==> src/rtl/branch_predict_unit.sv <==
`default_nettype none
// ============================================================================
// Module   : branch_predict_unit
// Brief    : EX-stage branch/jump resolution with a bimodal 2-bit BHT that
//            gives IF a taken prediction. A mispredict holds flush high for
//            FLUSH_CYCLES cycles.
// Options  : BRANCH_STATS_EN - when defined, adds saturating 16-bit branch
//            and mispredict counters. When undefined, both outputs read 0.
// Revision : 1.0 - initial release
// ============================================================================
module branch_predict_unit #(
    parameter int XLEN         = 32,
    parameter int BHT_ENTRIES  = 16,
    parameter int IDX_LSB      = 2,
    parameter int FLUSH_CYCLES = 2
) (
    input  logic            clk,
    input  logic            rst,
    input  logic [XLEN-1:0] fetchPc,
    output logic            predTaken,
    input  logic            exValid,
    input  logic [XLEN-1:0] exPc,
    input  logic            exPredTaken,
    input  logic [4:0]      brOp,
    input  logic [XLEN-1:0] ruRs1,
    input  logic [XLEN-1:0] ruRs2,
    output logic            nextPcSrc,
    output logic            mispredict,
    output logic            flush,
    output logic [15:0]     brCount,
    output logic [15:0]     mispCount
);

    localparam int         c_IDX_W      = $clog2(BHT_ENTRIES);
    localparam logic [3:0] c_FLUSH_LOAD = 4'(FLUSH_CYCLES);
    localparam logic [1:0] c_CTR_RESET  = 2'b01;
    localparam logic [1:0] c_CTR_MAX    = 2'b11;
    localparam logic [1:0] c_CTR_MIN    = 2'b00;
    localparam logic [1:0] c_CLS_NONE   = 2'b00;
    localparam logic [1:0] c_CLS_COND   = 2'b01;

    logic                   w_eq;
    logic                   w_lt_s;
    logic                   w_lt_u;
    logic                   w_cond_taken;
    logic                   w_taken;
    logic                   w_qual;
    logic                   w_train;
    logic [c_IDX_W-1:0]     w_rd_idx;
    logic [c_IDX_W-1:0]     w_wr_idx;
    logic [BHT_ENTRIES-1:0] w_bht_msb;
    logic [3:0]             r_fcnt_q;
    logic [3:0]             w_fcnt_d;
    logic                   w_unused_pc;

    // Only the index field of each PC reaches the table.
    assign w_unused_pc = ^{fetchPc, exPc};

    // Resolve the branch condition from brOp and the register operands.
    always_comb begin
        w_eq         = (ruRs1 == ruRs2);
        w_lt_s       = ($signed(ruRs1) < $signed(ruRs2));
        w_lt_u       = (ruRs1 < ruRs2);
        w_cond_taken = 1'b0;
        case (brOp[2:0])
            3'b000:  w_cond_taken = w_eq;
            3'b001:  w_cond_taken = ~w_eq;
            3'b100:  w_cond_taken = w_lt_s;
            3'b101:  w_cond_taken = ~w_lt_s;
            3'b110:  w_cond_taken = w_lt_u;
            3'b111:  w_cond_taken = ~w_lt_u;
            default: w_cond_taken = 1'b0;
        endcase
        w_taken = 1'b0;
        if (brOp[4]) begin
            w_taken = 1'b1;
        end else if (brOp[3]) begin
            w_taken = w_cond_taken;
        end
    end

    // A wrong-path instruction during flush, or anything under reset, is ignored.
    assign w_qual     = exValid & ~flush & ~rst;
    assign nextPcSrc  = w_qual & w_taken;
    assign mispredict = w_qual & (w_taken != exPredTaken);
    assign w_train    = w_qual & (brOp[4:3] == c_CLS_COND);

    assign w_rd_idx   = fetchPc[IDX_LSB +: c_IDX_W];
    assign w_wr_idx   = exPc[IDX_LSB +: c_IDX_W];
    assign predTaken  = w_bht_msb[w_rd_idx];

    for (genvar g = 0; g < BHT_ENTRIES; g++) begin : g_bht
        logic [1:0] r_ctr_q;
        logic [1:0] w_ctr_d;
        logic       w_hit;

        assign w_hit        = w_train & (w_wr_idx == c_IDX_W'(g));
        assign w_bht_msb[g] = r_ctr_q[1];

        // Saturating up/down update of this counter when EX trains it.
        always_comb begin
            w_ctr_d = r_ctr_q;
            if (w_hit) begin
                if (w_taken) begin
                    if (r_ctr_q != c_CTR_MAX) begin
                        w_ctr_d = r_ctr_q + 2'd1;
                    end
                end else begin
                    if (r_ctr_q != c_CTR_MIN) begin
                        w_ctr_d = r_ctr_q - 2'd1;
                    end
                end
            end
        end

        // Counter register; reset to weakly not-taken.
        always_ff @(posedge clk) begin
            if (rst) begin
                r_ctr_q <= c_CTR_RESET;
            end else begin
                r_ctr_q <= w_ctr_d;
            end
        end
    end

    // Flush countdown: load on mispredict, otherwise count down to zero.
    always_comb begin
        w_fcnt_d = r_fcnt_q;
        if (mispredict) begin
            w_fcnt_d = c_FLUSH_LOAD;
        end else if (r_fcnt_q != 4'd0) begin
            w_fcnt_d = r_fcnt_q - 4'd1;
        end
    end

    // Flush counter register.
    always_ff @(posedge clk) begin
        if (rst) begin
            r_fcnt_q <= 4'd0;
        end else begin
            r_fcnt_q <= w_fcnt_d;
        end
    end

    assign flush = (r_fcnt_q != 4'd0);

`ifdef BRANCH_STATS_EN
    logic [15:0] r_br_cnt_q;
    logic [15:0] w_br_cnt_d;
    logic [15:0] r_misp_cnt_q;
    logic [15:0] w_misp_cnt_d;

    // Saturating statistics: qualified branches/jumps and mispredicts.
    always_comb begin
        w_br_cnt_d   = r_br_cnt_q;
        w_misp_cnt_d = r_misp_cnt_q;
        if (w_qual && (brOp[4:3] != c_CLS_NONE) && (r_br_cnt_q != 16'hFFFF)) begin
            w_br_cnt_d = r_br_cnt_q + 16'd1;
        end
        if (mispredict && (r_misp_cnt_q != 16'hFFFF)) begin
            w_misp_cnt_d = r_misp_cnt_q + 16'd1;
        end
    end

    // Statistics registers.
    always_ff @(posedge clk) begin
        if (rst) begin
            r_br_cnt_q   <= 16'd0;
            r_misp_cnt_q <= 16'd0;
        end else begin
            r_br_cnt_q   <= w_br_cnt_d;
            r_misp_cnt_q <= w_misp_cnt_d;
        end
    end

    assign brCount   = r_br_cnt_q;
    assign mispCount = r_misp_cnt_q;
`else
    assign brCount   = 16'd0;
    assign mispCount = 16'd0;
`endif

endmodule
`default_nettype wire

==> config.mk <==
export PLATFORM = sky130hd
export DESIGN_NAME = branch_predict_unit
export DESIGN_NICKNAME = d
export VERILOG_FILES = /design/src/rtl/branch_predict_unit.sv
export SDC_FILE = /design/constraint.sdc
export NUM_CORES = 1
export LEC_CHECK = 0
export CAP_MARGIN = 20
export CORE_ASPECT_RATIO = 1.1
export CORE_MARGIN = 2
export CORE_UTILIZATION = 37
export CTS_CLUSTER_SIZE = 28
export DETAILED_ROUTE_END_ITERATION = 8
export PLACE_DENSITY = 0.82
export SYNTH_ARGS = -nofsm -noshare
export SYNTH_HDL_FRONTEND = slang
export SYNTH_SLANG_ARGS = --single-unit
export TNS_END_PERCENT = 10
==> constraint.sdc <==
create_clock -name clk -period 2.1 [get_ports clk]
set_input_delay 0.21 -clock clk [delete_from_list [all_inputs] [get_ports clk]]
set_output_delay 0.21 -clock clk [all_outputs]
set_load 0.01 [all_outputs]
* Word-level counts from Yosys, hierarchy flattened
Index checks and enable logic that the tools add are counted.
Widths: inputs -> output; s select.
** Word-level totals
- Flip-flop bits (word level) :: 36
- Input port bits :: 137
- Output and inout port bits :: 36
- Word-level logic and storage cells :: 243
** Cells by class
- Add/subtract/negate cells :: 33
- $lt $le $gt $ge :: 3
- Equality and inequality tests :: 55
- Multiplexer cells :: 55
- Bitwise operators :: 26
- Reduce and logical (&&, ||, !) cells :: 53
** Operators with widths (count)
- $mux 2 :: 50
- $reduce_bool 2->1 :: 33
- $lt 32x32->1 :: 2
- $reduce_and 3->1 :: 16
- $add 2x1->2 const B :: 16
- $eq 32x32->1 :: 1
- $eq 4x4->1 const B :: 8
- $ne 2x1->1 const B :: 16
- $ne 2x2->1 const B :: 16
- $sub 2x1->2 const B :: 16
- $and 1x1->1 :: 21
- $eq 4x3->1 const B :: 4
- $eq 3x3->1 const B :: 4
- $eq 4x2->1 const B :: 2
- $pmux 1 s6 :: 1
- $lt 4x5->1 const B :: 1
- $not 1->1 :: 5
- $bmux 1 s4 :: 1
- $eq 4x1->1 const B :: 1
- $logic_not 4->1 :: 1
- $reduce_bool 4->1 :: 1
- $sub 4x1->4 const B :: 1
- $eq 3x1->1 const B :: 1
- $logic_not 3->1 :: 1
- other kinds (4) :: 6

* Longest topological paths before layout
- Depth in word-level cells :: 8
- Mapped depth :: 10
- Mapped depth without buffers :: 9

* Worst setup path after synthesis
OpenSTA, ideal clock, no wires.
- Kind :: in2out
- Start point :: in ruRs2[23]
- End point :: out mispredict
- Arrival time :: 2.245 ns
- Required time :: 1.890 ns
- Setup slack :: -0.355 ns
- Cell stages on the path :: 10
- Path buffers :: 1
- Cell sequence :: inv_1 -> ha_1 -> a21oi_1 -> o21ai_0 -> a221oi_1 -> o22ai_1 -> o32ai_2 -> buf_4 -> nor3_2 -> nor3_1
** Between the ends
- Cells in the longest elaborated chain, start to end :: 7
- Elaborated cells on any way between the ends :: 11
** RTL lines
- start: declaration :: line 26 : input logic [XLEN-1:0] ruRs2,
- $lt 32x32->1 (tied with other cells) :: line 63 : w_lt_u = (ruRs1 < ruRs2);
- $not 1->1 (on tied branches) :: line 71, 67, 69
- $pmux 1 s6 (*) :: line 65 : case (brOp[2:0])
- $mux 1 (*) :: line 77 : end else if (brOp[3]) begin
- $mux 1 (*) :: line 75 : if (brOp[4]) begin
- $ne 1x1->1 (*) :: line 85 : assign mispredict = w_qual & (w_taken != exPredTaken);
- $and 1x1->1 (*) :: line 85
- end: declaration :: line 28 : output logic mispredict,
Every way passes the cells marked *; elsewhere a longest branch is shown, timed or not.

* Worst setup path in the final report
- Start point :: in ruRs2[17]
- End point :: out nextPcSrc
** Between the ends
- Cells in the longest elaborated chain, start to end :: 6
- Elaborated cells on any way between the ends :: 10
** RTL lines
- $lt 32x32->1 (tied with other cells) :: line 63
- $not 1->1 (on tied branches) :: line 71, 67, 69
- $pmux 1 s6 (*) :: line 65
- $mux 1 (*) :: line 77
- $mux 1 (*) :: line 75
- $and 1x1->1 (*) :: line 84 : assign nextPcSrc = w_qual & w_taken;
- end: declaration :: line 27 : output logic nextPcSrc,
Marks and branches as above.

==> qor.csv <==
stage,metric,value,unit
run_status,status,"finished, violations left",
run_status,failing checks,negative setup slack,
placed_design,IO buf count,84,
route,vias,3773,
setup_path,cell count along the critical path,12,
hold_path,Hold Path Class,register to register,
cts,CTS tree,yes,
finish,"Design Area, Final",5201,sq um
route,WL/cell,16.33,um
logic_synthesis,mux share of post-synthesis cell area,3.391,%
route,DRT iter0 DRCs,251,
logic_synthesis,asr flop ratio synth,0,%
power_and_ir_drop,Max rail drop VDD,0.0002069,V
finish,share of layout cells above drive strength 1,41.27,%
setup_path,crit path max fanout,4,
finish,ant diodes,0,
setup_path,R2R Path End,g_bht[6].r_ctr_q[0]$_SDFFE_PP1P_,
logic_synthesis,"Seq/Total Area, Yosys",21.70,%
cts,clock tree sinks,36,
finish,fin nets,735,
power_and_ir_drop,Leak Pwr,2.140,nW
floorplan,initial core utilization,37.81,%
setup_path,Max stage delay on crit path,600,ps
cts,CTS Buf Count,5,
setup_path,R2R setup slack,-80,ps
timing,Final setup viols,35,
route,Final ANT Viol Nets,0,
cts,CTS H-tree depth,2,
cts,CTS Buffer Depth,2,
logic_synthesis,Synth Area in XOR/XNOR,0.2638,%
timing,Pins Over Slew Limit,0,
logic_synthesis,"Avg Cell Area, Syn",7.723,sq um
placed_design,DP HPWL,7609,um
setup_path,crit path capture type,output port,
route,met3 WL,852,um
global_routing,pin count of the biggest net entering global routing,41,
logic_synthesis,Mapped Cells,430,
logic_synthesis,Yosys warnings,0,
timing,worst hold slack,514.5,ps
finish,fin cells,681,
setup_path,Worst Path Required,1890,ps
logic_synthesis,Adder-Cell Fraction of Synth Area,12.06,%
logic_synthesis,"flops & latches, synth",36,
timing,Final Skew,16.70,ps
setup_path,critical path buffer and inverter count,5,
setup_path,Crit path max-delay family,simple AND/OR/NAND/NOR gates,
setup_path,worst r2r src,r_fcnt_q[1]$_SDFFE_PP0P_,
setup_path,r2r worst-path depth,7,
route,Pre-Repair DR Iteration Count,4,
finish,Final Core Density,59.22,%
setup_path,Crit-path slowest cell,or4_4,
cts,latest clock arrival within the worst-skew pair,310,ps
floorplan,die area,9749,sq um
route,wire length on met2,5759,um
logic_synthesis,post-synthesis simple-gate area fraction,21.25,%
floorplan,io pins,173,
global_routing,first-pass GRT wire length,17710,um
timing,fin crit period,2505,ps
floorplan,# rows,36,
global_routing,number of global-route vias before repair,3869,
route,number of remaining DRC errors,0,
power_and_ir_drop,pwr/cell area,379.7,nW/um^2
logic_synthesis,"Distinct cells, synth",52,
route,final wirelength,11120,um
setup_path,crit path cell chain,"buf_6, inv_4, ha_4, nand4_1, or4_4, o22ai_4, o32ai_4, buf_4, buf_4, nor2_4, nor2_4, buf_6",
logic_synthesis,Compound-Gate Fraction of Synth Area,25.92,%
setup_path,CP Launch Point,ruRs2[17],
timing,setup ws final,-404.6,ps
floorplan,die height,103.4,um
cts,Clock Pin Slew Worst Setup and Hold Paths,80,ps
placed_design,dpl ws,-1260,ps
logic_synthesis,post-synthesis cell area,3321,sq um
global_routing,global route overflow,0,
setup_path,Setup crit end,nextPcSrc,
logic_synthesis,Post-synth EDFFs,0,
placed_design,GPL Wtd Cong,0.8333,
logic_synthesis,main combinational cell family by area after synthesis,compound AO/OA/AOI/OAI gates,
timing,unrepaired setup endpoints after global routing,yes,
finish,synthesis-to-layout area growth,56.63,%
timing,crit share post-route,119.3,%
global_routing,Global Route Usage Sum,22.81,%
placed_design,Placed Area,4702,sq um
run,total of max-cap violations,0,
setup_path,crit path kind,primary input to output port,
setup_path,Worst setup SP type,primary input,
route,via-per-instance ratio,5.540,
floorplan,total core area,8783,sq um
route,DR top layer,met4,
global_routing,antenna violations before repair,0,
route,Metal-1 WL,4075,um
setup_path,WP data arrival,2290,ps
logic_synthesis,Most used DFF post-synth,dfxtp_1,
placed_design,placed cell count,657,
timing,Final Hold Fails,0,
timing,Highest Clock Rate,399.3,MHz
timing,setup TNS,-6473,ps
power_and_ir_drop,Power Total,1.975,mW
cts,root buf cell,clkbuf_8,
floorplan,Die W,94.33,um
## power breakdown
part / total [mW] / internal (mW) / switching, mW
sequential: 0.704 / 0.692 / 0.0117
combinational: 0.760 / 0.378 / 0.382
clock: 0.511 / 0.232 / 0.280
total: 1.98 / 1.30 / 0.673
## registers in the layout, indices dropped and copies added, names as in the netlist
| signal | cells |
|---|---|
| g_bht.r_ctr_q | 32 |
| r_fcnt_q | 4 |
## cells in the mapped netlist (all sizes together) (2+ instances only)
| library cell | n | area (sq um) |
|---|---|---|
| inv | 53 | 198.9 |
| o41ai | 2 | 17.52 |
| dfxtp | 36 | 720.7 |
| a221oi | 3 | 32.53 |
| a22o | 11 | 96.34 |
| buf | 37 | 267.8 |
| o22ai | 6 | 37.54 |
| or3 | 2 | 17.52 |
| a211oi | 12 | 90.09 |
| o31ai | 17 | 127.6 |
| clkbuf | 11 | 41.29 |
| a2111oi | 4 | 53.81 |
| or4 | 2 | 18.77 |
| a21o | 6 | 45.04 |
| a21boi | 2 | 15.01 |
| nor2b | 3 | 18.77 |
| nand2 | 26 | 97.59 |
| nor2 | 21 | 81.33 |
| nor3 | 35 | 180.2 |
| nand4 | 15 | 93.84 |
| nand3 | 14 | 70.07 |
| nor4 | 4 | 55.05 |
| ha | 32 | 400.4 |
| a21oi | 30 | 150.1 |
| nand2b | 5 | 31.28 |
| o32ai | 2 | 32.53 |
| mux4 | 5 | 112.6 |
| and3 | 2 | 12.51 |
| o21ai | 19 | 98.85 |
## routing by layer
metal  global-route usage (%)  up-vias
li1                         -     1788
met1                    22.96     1775
met2                    42.42      171
met3                    6.377       39
met4                    12.82        0
met5                        0        -
## worst reg2reg max path: stages, from the launching register on
cell     delay, ps
dfxtp_1        350
nor4_4         310
inv_2           90
or4_4          580
or3_4          440
nor3_1         160
a21o_1         120
o21ai_2         50
## worst min path at each step
stage,startpoint,end,cells after the start,slack [ps]
finish,r_fcnt_q[3]$_SDFFE_PP0P_,r_fcnt_q[3]$_SDFFE_PP0P_,1,510
global route,r_fcnt_q[3]$_SDFFE_PP0P_,r_fcnt_q[3]$_SDFFE_PP0P_,1,540
CTS,r_fcnt_q[3]$_SDFFE_PP0P_,r_fcnt_q[3]$_SDFFE_PP0P_,1,510
detailed placement,g_bht[4].r_ctr_q[1]$_SDFFE_PP0P_,g_bht[4].r_ctr_q[1]$_SDFFE_PP0P_,2,490
global placement,r_fcnt_q[3]$_SDFFE_PP0P_,r_fcnt_q[3]$_SDFFE_PP0P_,1,490
floorplan,g_bht[14].r_ctr_q[1]$_SDFFE_PP0P_,g_bht[14].r_ctr_q[1]$_SDFFE_PP0P_,2,470
## kinds of logic after synthesis
group / after synthesis
AOI/OAI and AO/OA: 121
xor gates and xnor gates: 1
adders and majority gates: 32
buffers and inverters: 101
DFF: 36
muxes: 5
other: 1
and+or+nand+nor: 133
## area by class of cell
cell class                 count  area, sq um
clock inverter                 3        18.77
tap                          114        142.6
clock buffer                   5        68.82
multi-input combinational    324         2824
timing repair buffer         146         1192
inverter                      53        234.0
fill                         750         3582
sequential                    36        720.7
## what timing repair did
action / in CTS / in global routing
pin swaps: 52 / 34
resized for setup: 241 / 60
setup buffers: 11 / 5
endpoints found under the setup margin: 36 / 36
hold buffers: 0 / 0
## cells in the final DEF, fill, tap and decap left out, types with 6 or more instances in the layout
cell type	instances
buf_4	54
nand3_1	13
a211oi_1	10
nor3_1	30
a21oi_2	14
ha_4	28
a21oi_1	15
nand4_1	15
dfxtp_1	36
o21ai_0	14
inv_1	23
dlygate4sd2_1	17
inv_2	20
buf_2	19
buf_6	20
inv_4	9
a22o_1	11
nand2_1	23
conb_1	32
clkdlybuf4s50_1	17
clkbuf_2	13
o31ai_1	17
a21o_1	6
nor2_1	18
Power figures use the tool's default switching activity.
==> RTL change: new RTL, same flow settings <==
Build with the macro `BRANCH_STATS_EN` defined.
--- a/src/rtl/branch_predict_unit.sv
+++ b/src/rtl/branch_predict_unit.sv
@@ -8,6 +8,8 @@
 //            and mispredict counters. When undefined, both outputs read 0.
 // Revision : 1.0 - initial release
 // ============================================================================
+`define BRANCH_STATS_EN
+
 module branch_predict_unit #(
     parameter int XLEN         = 32,
     parameter int BHT_ENTRIES  = 16,
Behaviour: not the same (a bounded check fails within 4 cycles, from zero or initial values and one cycle with rst high).
==> RTL change against the original RTL <==
  * The run still ends with setup timing left
  * Sequential cell count increased by 32
  * Design area increased by 39%
  * Total power increased by 87%
  * Wire length increased by 28%
  * Synthesized area increased by 33%
  * Clock skew decreased by 0.0094 ns
  * Maximum frequency decreased by 16%
  * Combinational power decreased by 3.9%
  * First-iteration DRC count increased by 22%
  * Setup slack got worse by 0.49 ns
==> RTL change: results (changes against the original RTL) <==
[status]
outcome = finished with violations  ; unchanged
violations = setup timing  ; unchanged

[clock_network]
cts_root_buffer = clkbuf_16  ; was clkbuf_8
clk_pin_slew_ns = 0.06  ; was 0.08 ns
cts_made_buffers = 9  ; was 5
htreeDepth = 3  ; was 2
clkLatencyLatePin_ns = 0.33  ; was 0.31 ns

[yosys]
yosys-top-cells-count = dfxtp_1, nor2_1, nand2_1  ; was inv_1, dfxtp_1, nor3_1
seq_area_frac_synth = 0.308  ; was 0.217
synth_top_cells_by_area = dfxtp_1, ha_1, nor2_1  ; was dfxtp_1, ha_1, buf_4

[sta]
setup_viol = 52  ; was 35
setup_tns_ns = -35.32  ; was -6.47 ns
finClkSkew_ns = 0.00731  ; was 0.0167 ns
timing.final.ws_setup_ns = -0.899  ; was -0.405 ns

[placement]
portBuffers = 116  ; was 84
gp_congestion = 0.868  ; was 0.833
dpl_worst_slack_ns = -1.69  ; was -1.26 ns
dp.cells = 858  ; was 657
dp_hpwl_um = 9720  ; was 7610 um

[detailed_routing]
drtIter0Drc = 306  ; was 251
viasPerCell = 5.49  ; was 5.54
dr.pass1.iters = 5  ; was 4

[finish]
fin_cells = 889  ; was 681
drive_above_1_share = 0.390  ; was 0.413
n_fill_cell = 910  ; was 750
nets = 905  ; was 735

[global_routing]
grt_pass1_vias = 4842  ; was 3,869
grt_pass1_wl_um = 22500  ; was 17,700 um
grt_max_degree = 62  ; was 41

[power]
p_sw_frac = 0.253  ; was 0.341
p_leak_nw = 2.82  ; was 2.14 nW
peakVddDrop_uv = 490  ; was 207 uV
pwr_density_cell_nw_per_um2 = 511  ; was 380 nW/um2

[critical_path]
rrSetupSlack_ns = -0.33  ; was -0.08 ns
endpoint = mispCount[6]$_SDFFE_PP0P_  ; was nextPcSrc
slowest_stage = mux2_4  ; was or4_4
max_stage_delay_ns = 0.33  ; was 0.60 ns
path_max_fanout = 5  ; was 4
reg2regPathDepth = 6  ; was 7
arrival_ns = 3.22  ; was 2.29 ns

[min_path]
hp-class = in -> reg  ; was reg -> reg

[RTL change: cell types whose count changed in the layout (fill, tap and decap cells not counted), moves of 17 or more]
cell             unedited run  this run
and3_1                      2        21
buf_2                      19        42
clkdlybuf4s50_1            17        48
conb_1                     32         0
dfxtp_1                    36        67
dlygate4sd2_1              17         0
nand2_1                    23        48
nor2_1                     18        55
nor3_1                     30        11
[RTL change: timing repair]
item / CTS / global route
gates resized for setup: 365 / 25
buffers inserted: 12 / 1
cloned: 2 / 0
pin swaps: 68 / 7
setup endpoints to repair: 60 / 64
[RTL change: how the worst min path moves through the flow]
stage	startpoint	endpoint	slack [ns]	cells past startpoint
2_1_floorplan	exPc[3]	g_bht[13].r_ctr_q[0]$_SDFFE_PP1P_	0.44	3
3_3_place_gp	brCount[12]$_SDFFE_PP0P_	brCount[12]$_SDFFE_PP0P_	0.48	2
3_5_place_dp	brCount[12]$_SDFFE_PP0P_	brCount[12]$_SDFFE_PP0P_	0.50	2
4_1_cts	rst	brCount[9]$_SDFFE_PP0P_	0.35	3
5_1_grt	rst	brCount[2]$_SDFFE_PP0P_	0.37	3
6_report	rst	r_fcnt_q[1]$_SDFFE_PP0P_	0.35	3
[RTL change: worst reg2reg max path, cell delays in order (launching register included)]
cell and delay (ns):
dfxtp_1 0.45, ha_1 0.25, and3_1 0.20, and4_1 0.29, and3_1 0.68, o21ai_1 0.19
a221oi_1 0.28
[RTL change: area by class of cell]
type	count	area (um2)	share of cell area
tap	150	188	0.0260
multi-input combinational	429	3550	0.492
clock inverter	6	87.6	0.0121
timing repair buffer	188	1620	0.224
clock buffer	10	239	0.0331
inverter	38	173	0.0239
sequential	68	1360	0.189
[RTL change: kinds of logic (layout without fill, tap and decap cells)]
kind of cell,Yosys count,in the layout,share of synthesized area
and+or+nand+nor,246,246,0.289
buffers and inverters,55,242,0.0499
AOI/OAI and AO/OA,115,115,0.160
xor gates and xnor gates,14,14,0.0278
adders and majority gates,34,34,0.0963
muxes,20,20,0.0686
DFF,68,68,0.308
[RTL change: through the flow]
step / instance area, um2 / power (mW)
global route: 7210 / 3.82
floorplan: 4640 / 1.62
finish: 7210 / 3.69
CTS: 7100 / 3.68
detailed placement: 6330 / 1.93
global placement: 6330 / 1.90
[RTL change: layer usage]
metal  global-route usage  vias to the layer above  share of wire
met3               0.0541                       30          0.073
met5                    0                        -              0
met4               0.0785                        0          0.023
li1                     -                     2343              -
met2                0.392                      188           0.52
met1                0.240                     2319           0.38
[RTL change: power by group through the flow]
stage / Clock, mW / Sequential, mW / Combinational, mW
after floorplan: 0 / 1.34 / 0.280
after global placement: 0 / 1.34 / 0.560
after detailed placement: 0 / 1.34 / 0.587
after CTS: 1.67 / 1.31 / 0.700
after global routing: 1.72 / 1.31 / 0.790
final: 1.64 / 1.31 / 0.730
